<file path="config.mk">
export PLATFORM = sky130hd
export DESIGN_NAME = if_id_stage
export DESIGN_NICKNAME = d
export VERILOG_FILES = /design/src/rtl/if_id_stage_pkg.sv /design/src/rtl/if_id_stage_pipe_skid_buf.sv /design/src/rtl/if_id_stage.sv
export SDC_FILE = /design/constraint.sdc
export NUM_CORES = 1
export LEC_CHECK = 0
export ABC_AREA = 1
export BUFFER_PORTS_ARGS = -buffer_cell sky130_fd_sc_hd__buf_4
export CAP_MARGIN = 25
export CORE_ASPECT_RATIO = 0.75
export CORE_MARGIN = 8
export CORE_UTILIZATION = 50
export CTS_BUF_LIST = sky130_fd_sc_hd__clkbuf_16
export DETAILED_ROUTE_END_ITERATION = 8
export PLACE_DENSITY = 0.95
export SLEW_MARGIN = 5
export SYNTH_ARGS = -nofsm -noshare
export SYNTH_HDL_FRONTEND = slang
export SYNTH_SLANG_ARGS = --single-unit
</file>
<file path="constraint.sdc">
create_clock -name clk -period 3.2 [get_ports clk]
set_input_delay 0.64 -clock clk [delete_from_list [all_inputs] [get_ports clk]]
set_output_delay 0.64 -clock clk [all_outputs]
set_load 0.01 [all_outputs]
</file>
<file path="src/rtl/if_id_stage_pkg.sv">
// Shared definitions for the IF->ID pipeline stage.
//   INST_ADDR_BUS_W / INST_BUS_W : default pc and instruction widths
//   RST_ENABLE                   : active level of the synchronous reset
//   skid_state_t                 : occupancy encoding of the 2-entry skid buffer
package if_id_stage_pkg;

  localparam int INST_ADDR_BUS_W = 32;
  localparam int INST_BUS_W      = 32;

  localparam logic RST_ENABLE = 1'b1;

  typedef enum logic [1:0] {
    SKID_EMPTY = 2'd0,
    SKID_ONE   = 2'd1,
    SKID_TWO   = 2'd2
  } skid_state_t;

endpackage

</file>
<file path="src/rtl/if_id_stage_pipe_skid_buf.sv">
// pipe_skid_buf: generic WIDTH-bit valid/ready register slice.
// Build option: IF_ID_SKID_EN
//   undefined -> single entry, in_ready = ~out_valid | out_ready (combinational from out_ready)
//   defined   -> two entries (main + skid), in_ready decoded from registered state only
// Ports:
//   clk, rst          clock, synchronous active-high reset
//   clear             drop every held beat and any beat offered this cycle
//   in_valid/in_ready/in_data     upstream handshake and payload
//   out_valid/out_ready/out_data  downstream handshake and payload
// The main register is written with zeros whenever it empties, so out_data is
// all-zero whenever out_valid is low.
module pipe_skid_buf
  import if_id_stage_pkg::*;
#(
  parameter int WIDTH = 64
) (
  input  logic             clk,
  input  logic             rst,
  input  logic             clear,
  input  logic             in_valid,
  output logic             in_ready,
  input  logic [WIDTH-1:0] in_data,
  output logic             out_valid,
  input  logic             out_ready,
  output logic [WIDTH-1:0] out_data
);

  logic accept;
  logic consume;

`ifdef IF_ID_SKID_EN

  skid_state_t      state_reg, state_next;
  logic [WIDTH-1:0] main_data_reg, main_data_next;
  logic [WIDTH-1:0] skid_data_reg, skid_data_next;

  // Only the skid entry blocks upstream, so in_ready never sees out_ready.
  assign in_ready  = (state_reg != SKID_TWO);
  assign out_valid = (state_reg != SKID_EMPTY);
  assign out_data  = main_data_reg;
  assign accept    = in_valid & in_ready;
  assign consume   = out_valid & out_ready;

  always_ff @(posedge clk) begin
    if (rst == RST_ENABLE) begin
      state_reg     <= SKID_EMPTY;
      main_data_reg <= '0;
      skid_data_reg <= '0;
    end else begin
      state_reg     <= state_next;
      main_data_reg <= main_data_next;
      skid_data_reg <= skid_data_next;
    end
  end

  always_comb begin
    state_next     = state_reg;
    main_data_next = main_data_reg;
    skid_data_next = skid_data_reg;
    case (state_reg)
      SKID_EMPTY: begin
        if (accept) begin
          state_next     = SKID_ONE;
          main_data_next = in_data;
        end
      end
      SKID_ONE: begin
        if (accept && !consume) begin
          state_next     = SKID_TWO;
          skid_data_next = in_data;
        end else if (accept && consume) begin
          main_data_next = in_data;
        end else if (consume) begin
          state_next     = SKID_EMPTY;
          main_data_next = '0;
        end
      end
      SKID_TWO: begin
        // in_ready is low here, so only a consume can move the state.
        if (consume) begin
          state_next     = SKID_ONE;
          main_data_next = skid_data_reg;
          skid_data_next = '0;
        end
      end
      default: begin
        state_next     = SKID_EMPTY;
        main_data_next = '0;
        skid_data_next = '0;
      end
    endcase
    if (clear) begin
      state_next     = SKID_EMPTY;
      main_data_next = '0;
      skid_data_next = '0;
    end
  end

`else

  logic             main_valid_reg, main_valid_next;
  logic [WIDTH-1:0] main_data_reg, main_data_next;

  assign in_ready  = ~main_valid_reg | out_ready;
  assign out_valid = main_valid_reg;
  assign out_data  = main_data_reg;
  assign accept    = in_valid & in_ready;
  assign consume   = main_valid_reg & out_ready;

  always_ff @(posedge clk) begin
    if (rst == RST_ENABLE) begin
      main_valid_reg <= 1'b0;
      main_data_reg  <= '0;
    end else begin
      main_valid_reg <= main_valid_next;
      main_data_reg  <= main_data_next;
    end
  end

  always_comb begin
    main_valid_next = main_valid_reg;
    main_data_next  = main_data_reg;
    if (clear) begin
      main_valid_next = 1'b0;
      main_data_next  = '0;
    end else if (accept) begin
      // Also covers consume+accept: the new beat replaces the old one, no bubble.
      main_valid_next = 1'b1;
      main_data_next  = in_data;
    end else if (consume) begin
      main_valid_next = 1'b0;
      main_data_next  = '0;
    end
  end

`endif

endmodule

</file>
<file path="src/rtl/if_id_stage.sv">
// if_id_stage: IF->ID pipeline register carrying {pc, inst} as one beat.
// Build option: IF_ID_SKID_EN selects the 2-entry skid buffer (see pipe_skid_buf).
// Ports:
//   clk, rst                    clock, synchronous active-high reset
//   flush                       kill held beats and discard this cycle's incoming beat
//   in_valid/in_ready           fetch-side handshake, payload in_pc/in_inst
//   out_valid/out_ready         decode-side handshake, payload out_pc/out_inst
//   stall_cnt                   saturating count of out_valid & ~out_ready cycles
// out_pc/out_inst are zero (NOP) whenever out_valid is low.
module if_id_stage
  import if_id_stage_pkg::*;
#(
  parameter int ADDR_W = INST_ADDR_BUS_W,
  parameter int INST_W = INST_BUS_W,
  parameter int CNT_W  = 16
) (
  input  logic              clk,
  input  logic              rst,
  input  logic              flush,
  input  logic              in_valid,
  output logic              in_ready,
  input  logic [ADDR_W-1:0] in_pc,
  input  logic [INST_W-1:0] in_inst,
  output logic              out_valid,
  input  logic              out_ready,
  output logic [ADDR_W-1:0] out_pc,
  output logic [INST_W-1:0] out_inst,
  output logic [CNT_W-1:0]  stall_cnt
);

  localparam logic [CNT_W-1:0] CNT_MAX = '1;

  logic [ADDR_W+INST_W-1:0] beat_out;
  logic [CNT_W-1:0]         stall_cnt_reg, stall_cnt_next;

  pipe_skid_buf #(
    .WIDTH(ADDR_W + INST_W)
  ) u_buf (
    .clk       (clk),
    .rst       (rst),
    .clear     (flush),
    .in_valid  (in_valid),
    .in_ready  (in_ready),
    .in_data   ({in_pc, in_inst}),
    .out_valid (out_valid),
    .out_ready (out_ready),
    .out_data  (beat_out)
  );

  assign out_pc    = beat_out[ADDR_W+INST_W-1:INST_W];
  assign out_inst  = beat_out[INST_W-1:0];
  assign stall_cnt = stall_cnt_reg;

  // Flush deliberately does not touch the counter; only reset clears it.
  always_comb begin
    stall_cnt_next = stall_cnt_reg;
    if (out_valid && !out_ready && (stall_cnt_reg != CNT_MAX)) begin
      stall_cnt_next = stall_cnt_reg + CNT_W'(1);
    end
  end

  always_ff @(posedge clk) begin
    if (rst == RST_ENABLE) begin
      stall_cnt_reg <= '0;
    end else begin
      stall_cnt_reg <= stall_cnt_next;
    end
  end

endmodule

</file>
Word level (Yosys, flattened, before mapping)

Cells that the tools add are included.

Add/subtract/negate cells: 1
Multiply operators: 0
Div/mod/pow operators: 0
$lt $le $gt $ge: 0
Eq/ne operators: 1
Shifts and indexed selects: 0
Mux-type cells: 4
Bitwise operators: 4
Reduce and logical (&&, ||, !) cells: 5

Operator list:

| cell                    | count |
|---|---|
| $mux W64                | 2 |
| $add A16 B1 Y16 const B | 1 |
| $ne A16 B16 Y1 const B  | 1 |
| $and A1 B1 Y1           | 2 |
| $logic_and A1 B1 Y1     | 2 |
| $mux W1                 | 2 |
| $reduce_bool A2 Y1      | 1 |
| $reduce_or A2 Y1        | 1 |
| $logic_not A1 Y1        | 1 |
| $not A1 Y1              | 1 |
| $or A1 B1 Y1            | 1 |

Register bits: 81
Bits in latches: 0
RAM bits: 0
ROM bits: 0
Output and inout bits: 82
Logic and storage cells: 18
Memories: 0

Longest topological paths before layout

Word-level depth: 4
Depth in mapped cells: 9
Depth with buffers taken out: 9

By module

Synthesis repeated with hierarchy kept, for this count alone.

Cells, all modules: 468
Area, all modules: 3493.4 um^2

By module, submodules not included:

| module        | instances | cells each | area each (um^2) | sequential area each (um^2) |
|---|---|---|---|---|
| pipe_skid_buf | 1         | 298        | 2478.6           | 1301.2 |
| if_id_stage   | 1         | 170        | 1014.7           | 320.3 |

Worst setup path after synthesis

OpenSTA, ideal clock, no wires.

Path type: input -> output
Start point: input port out_ready
End point: output port in_ready
Arrival: 1.078 ns
Data required time: 2.560 ns
Path slack: 1.482 ns
Cell stages on the path: 4
Buffers on the path: 2
Cell sequence: inv_1 nand2_1 buf_4 buf_2

Longest elaborated chain between the ends: 1

Ends and longest elaborated chain:

| element         | RTL line                         | source |
|---|---|---|
| start, declared | if_id_stage.sv:25                | `input logic out_ready,` |
| $or A1 B1 Y1    | if_id_stage_pipe_skid_buf.sv:104 | `assign in_ready = ~main_valid_reg \| out_ready;` |
| end, declared   | if_id_stage.sv:21                | `output logic in_ready,` |

No other way between the ends.

Final worst setup path

Start point: input port in_valid
End point: register u_buf.main_data_reg[53], in the netlist u_buf.out_data[53]

Longest elaborated chain between the ends: 2
Elaborated cells on any way between the ends: 3
Classes of those cells: 1 x mux; 1 x bitwise; 1 x reduce/logical

Ends and longest elaborated chain:

| element                                        | RTL line                         | source |
|---|---|---|
| start, declared                                | if_id_stage.sv:20                | `input logic in_valid,` |
| $and A1 B1 Y1 *                                | if_id_stage_pipe_skid_buf.sv:107 | `assign accept = in_valid & in_ready;` |
| $mux W64 or $reduce_bool A2 Y1 (tied branches) | n/a                              |  |
| end signal, assigned                           | if_id_stage_pipe_skid_buf.sv:116 | `main_data_reg <= main_data_next;` |
| end, declared                                  | if_id_stage_pipe_skid_buf.sv:102 | `logic [WIDTH-1:0] main_data_reg, main_data_next;` |

Every way passes the cells marked *; elsewhere a longest branch is shown, timed or not.
A chain may end at the register's enable or synchronous reset.

==> out/summary.md <==
The tools report the worst path setup slack after routing as 0.961 ns. STA classifies the critical path endpoint as a flop. The mean cell area of the mapped netlist was 7.42 um^2; the post-CTS resize count was 0. For this run the aggregate overflow at the end of global routing stands at 0. Type of the most critical hold path: reg -> reg. After detailed routing, the average wire length per cell comes to 15.6 um. The logs give 51.8% for the starting density of the core and 1.32 ns for the worst-case register-to-register setup slack. The repair_antennas step left the layout with diodes totalling 0. Clock-pin slew was measured on the worst setup and hold paths at 0.06 ns.

For the net switching power of the design, the log shows 524 uW. In this run the number of cells on the critical path is 5. The post-synthesis share of cell area spent on xor and xnor gates works out to 0%. The critical path contains buffers and inverters numbering 2 combined. Clock tree synthesis inserted a total of 9 buffers. The number of clock sinks is 81, and the register area share after synthesis is 49.5%. Most frequently used flop master after synthesis: dfxtp_1.

The tools report the number of library cell types mapped by synthesis as 20. Adding up every negative setup slack in the final design gives 0 ns. The first routing iteration left 194 violations.

Number of buffers added for setup after CTS: 0. The multi-input combinational cells in the finished layout cover a total of 1440 um^2. For the core area, the log shows 6320 um^2. Of all nets on the critical path, the largest fanout is 66. The tree is rooted in a clkbuf_16. The number of flip-flops under the largest register name was 64; the net count of the mapped netlist was 511.

The first global-routing pass estimated 16000 um of wire. The number of global-route vias before repair came out at 3429. The initial antenna violation count is 0.

The tool flagged a number of max-cap violations equal to 0. Traced cell by cell, the critical path runs through buf_4, o21ai_4, buf_4, nand2_1, a21oi_1. The maximum number of pins on one net before global-route repair was 67. The warning count from the yosys run was 0; the critical path data required time was 3.45 ns. The run gives 645 as the net count of the finished layout. Summing all non-filler instances in the final layout gives an area of 4700 um^2.

The post-synthesis share of cell area spent on and, or, nand and nor gates is 31.2%, and the number of cells on the worst reg-to-reg path is 4. For the worst slew slack as a fraction of its limit, the log shows 33.3%. For the pin with the worst max-slew slack, the measured transition is 0.997 ns. In this run the critical register-to-register path is captured at u_buf.out_data[53].

The die covers 9420 um^2. The floorplan step set the die width to 109 um. The logs give 4390 um^2 for the standard cell area after detailed placement and 0 for the post-detailed-route count of antenna-violating nets.

The run gives 4 as the detailed-routing iteration count for the pre-antenna-repair pass. The adder and majority cell fraction of the synthesized area came out at 0.382%. The tools report the end point of the critical path as u_buf.out_data[53]. The register bit total from synthesis is 81. Post-synthesis compound-gate area fraction: 12.4%.

The critical path's slowest cell is o21ai_4. The run finished with clean final reports. Quantity of I/O buffers inserted on ports: 150.

The run gives 151 as the I/O pin total. Combinational cells account for 10.2% of the total power. The worst setup path startpoint was in_valid. The share of the cycle needed by the critical path after routing was 70.0%; the synthesized area was 3270 um^2.

The tools report the arrival time of the worst setup path as 2.48 ns. TritonCTS built the clock tree. For this run, the top clock speed supported by timing is 447 MHz. The most numerous cell type found on the critical path is buf_4. The largest family of logic cells by synthesized area is simple AND/OR/NAND/NOR gates.

Final critical delay including setup and external delays: 2.24 ns. The switching share of power is 22.3%, and the max-slew violation count is 0. From synthesis to final layout, the design area changed by 43.7%. The logs give 0 for the residual DRC count and 1620 um^2 for the area taken by flip-flops and latches. For the final database, setup skew stands at 0.00562 ns.

For this run, asynchronously set or reset flops after synthesis account for 0%. The number of vias per cell works out to 5.32. The run gives 0 as the total of endpoints with negative setup slack in the final report. The leakage power total came out at 2.04 nW. Setup repair after global routing left no endpoint under its margin. The worst setup path is launched from an input pin. Before CTS, the worst setup slack after placement is 0.596 ns. The tools report the final weighted congestion of routability-driven global placement as 0.844. The critical path's top delay family is compound AO/OA/AOI/OAI gates. VDD sags by at most 0.000313 V. In the final layout, the share of cells above drive strength 1 is 30.7%.

The run gives 3519 as the detailed-route via count. The total global-route track usage was 20.9%. The tools report the total count of hold-check failures in the final report as 0.

From bottom edge to top edge, the die measures 86.1 um. The number of hold buffers added after CTS is 0, and the number of flops mapped to enable cells by yosys is 0. The startpoint of the most critical register-to-register path was u_buf.out_valid. The clock network burns 45.1% of the power. Clock latency on the worst-skew pair, taken at its later pin, is 0.33 ns.

The largest single stage delay on the critical path is 0.87 ns. The worst setup path is of the in -> reg kind. The logs give 3 for the count of H-tree levels built during CTS and 44.7% for the proportion of power drawn by flip-flops and latches. Number of buffers on the longest clock path: 2. For the total length of routed wires, the log shows 10300 um. Power spread over the standard cell area amounts to 500 nW/um^2. The multiplexer share of the synthesized area works out to 0%. Power comes to 2.35 mW.

The number of fillers in the final layout is 488. The post-synthesis cell count is 441. After legalization and detailed placement, the total HPWL measured 7320 um. The internal power of the cells totals 1.83 mW.

The initialized floorplan defines 25 standard-cell rows.
through the flow:
step | hold WS (ns) | utilization, % | instances
2_1_floorplan | 0.483 | - | 441
3_3_place_gp | 0.448 | 69.2 | 644
3_5_place_dp | 0.455 | 69.5 | 645
4_1_cts | 0.464 | 74.5 | 661
5_1_grt | 0.474 | 74.5 | 661
6_report | 0.461 | 74.5 | 661
worst min path at each step:
stage,endpoint,depth (start not counted),startpoint,slack (ns)
CTS,u_buf.out_data[29],2,u_buf.out_data[29],0.46
finish,u_buf.out_data[44],2,u_buf.out_data[44],0.46
floorplan,u_buf.out_data[60],2,u_buf.out_data[60],0.48
global route,u_buf.out_data[44],2,u_buf.out_data[44],0.47
detailed placement,u_buf.out_data[29],2,u_buf.out_data[29],0.45
global placement,u_buf.out_data[16],2,u_buf.out_data[16],0.45
cells in the mapped netlist (2+ instances only):
master	number	area share, %
a21oi_1	77	12
buf_1	6	0.69
buf_2	11	1.7
buf_4	2	0.46
buf_6	2	0.69
clkbuf_1	10	1.1
dfxtp_1	81	50
inv_1	16	1.8
nand2_1	104	12
nand3_1	81	12
nor2_1	38	4.4
nor2_2	5	0.96
layout make-up:
cell class,count,area share [%]
clock buffers,9,4.79
multi-input cells,313,30.6
well taps,81,2.15
inverters,16,1.28
repair buffers,154,24.8
clock inverters,7,1.84
flip-flops and latches,81,34.5
worst reg2reg max path, cell delays in order (launching register included):
cell and delay [ns]:
dfxtp_1 0.35, o21ai_4 0.80, buf_4 0.40, nand2_1 0.09, a21oi_1 0.17
metal layers:
metal  vias up  GRT usage (%)  share of wire [%]
met3        15           5.99                8.5
li1       1725              -                  -
met5         -              0                  0
met2       132           36.9                 51
met1      1647           23.0                 39
met4         0           7.70                1.6
cells in the final DEF (no fill, tap or decap), types with 2 or more instances in the layout:
master	synthesis	layout
a21oi_1	77	77
buf_4	2	153
bufinv_16	0	2
clkbuf_16	0	9
clkinv_1	0	2
clkinvlp_4	0	2
dfxtp_1	81	81
inv_1	16	17
nand2_1	104	103
nand2_2	1	2
nand3_1	81	81
nor2_1	38	38
nor2_2	5	5
power groups by stage:
stage                     Sequential (mW)  Combinational (mW)  Clock, mW
final                                1.05               0.240       1.06
after global routing                 1.05               0.259       1.13
after CTS                            1.05               0.241       1.08
after detailed placement             1.07               0.239          0
after global placement               1.07               0.231          0
after floorplan                      1.08              0.0984          0
cells by family after synthesis:
group,Yosys count
fa+ha+maj,1
simple gates,233
buf+inv,47
flops,81
compound gates,79
No activity file was read; power rests on OpenSTA's default activity.
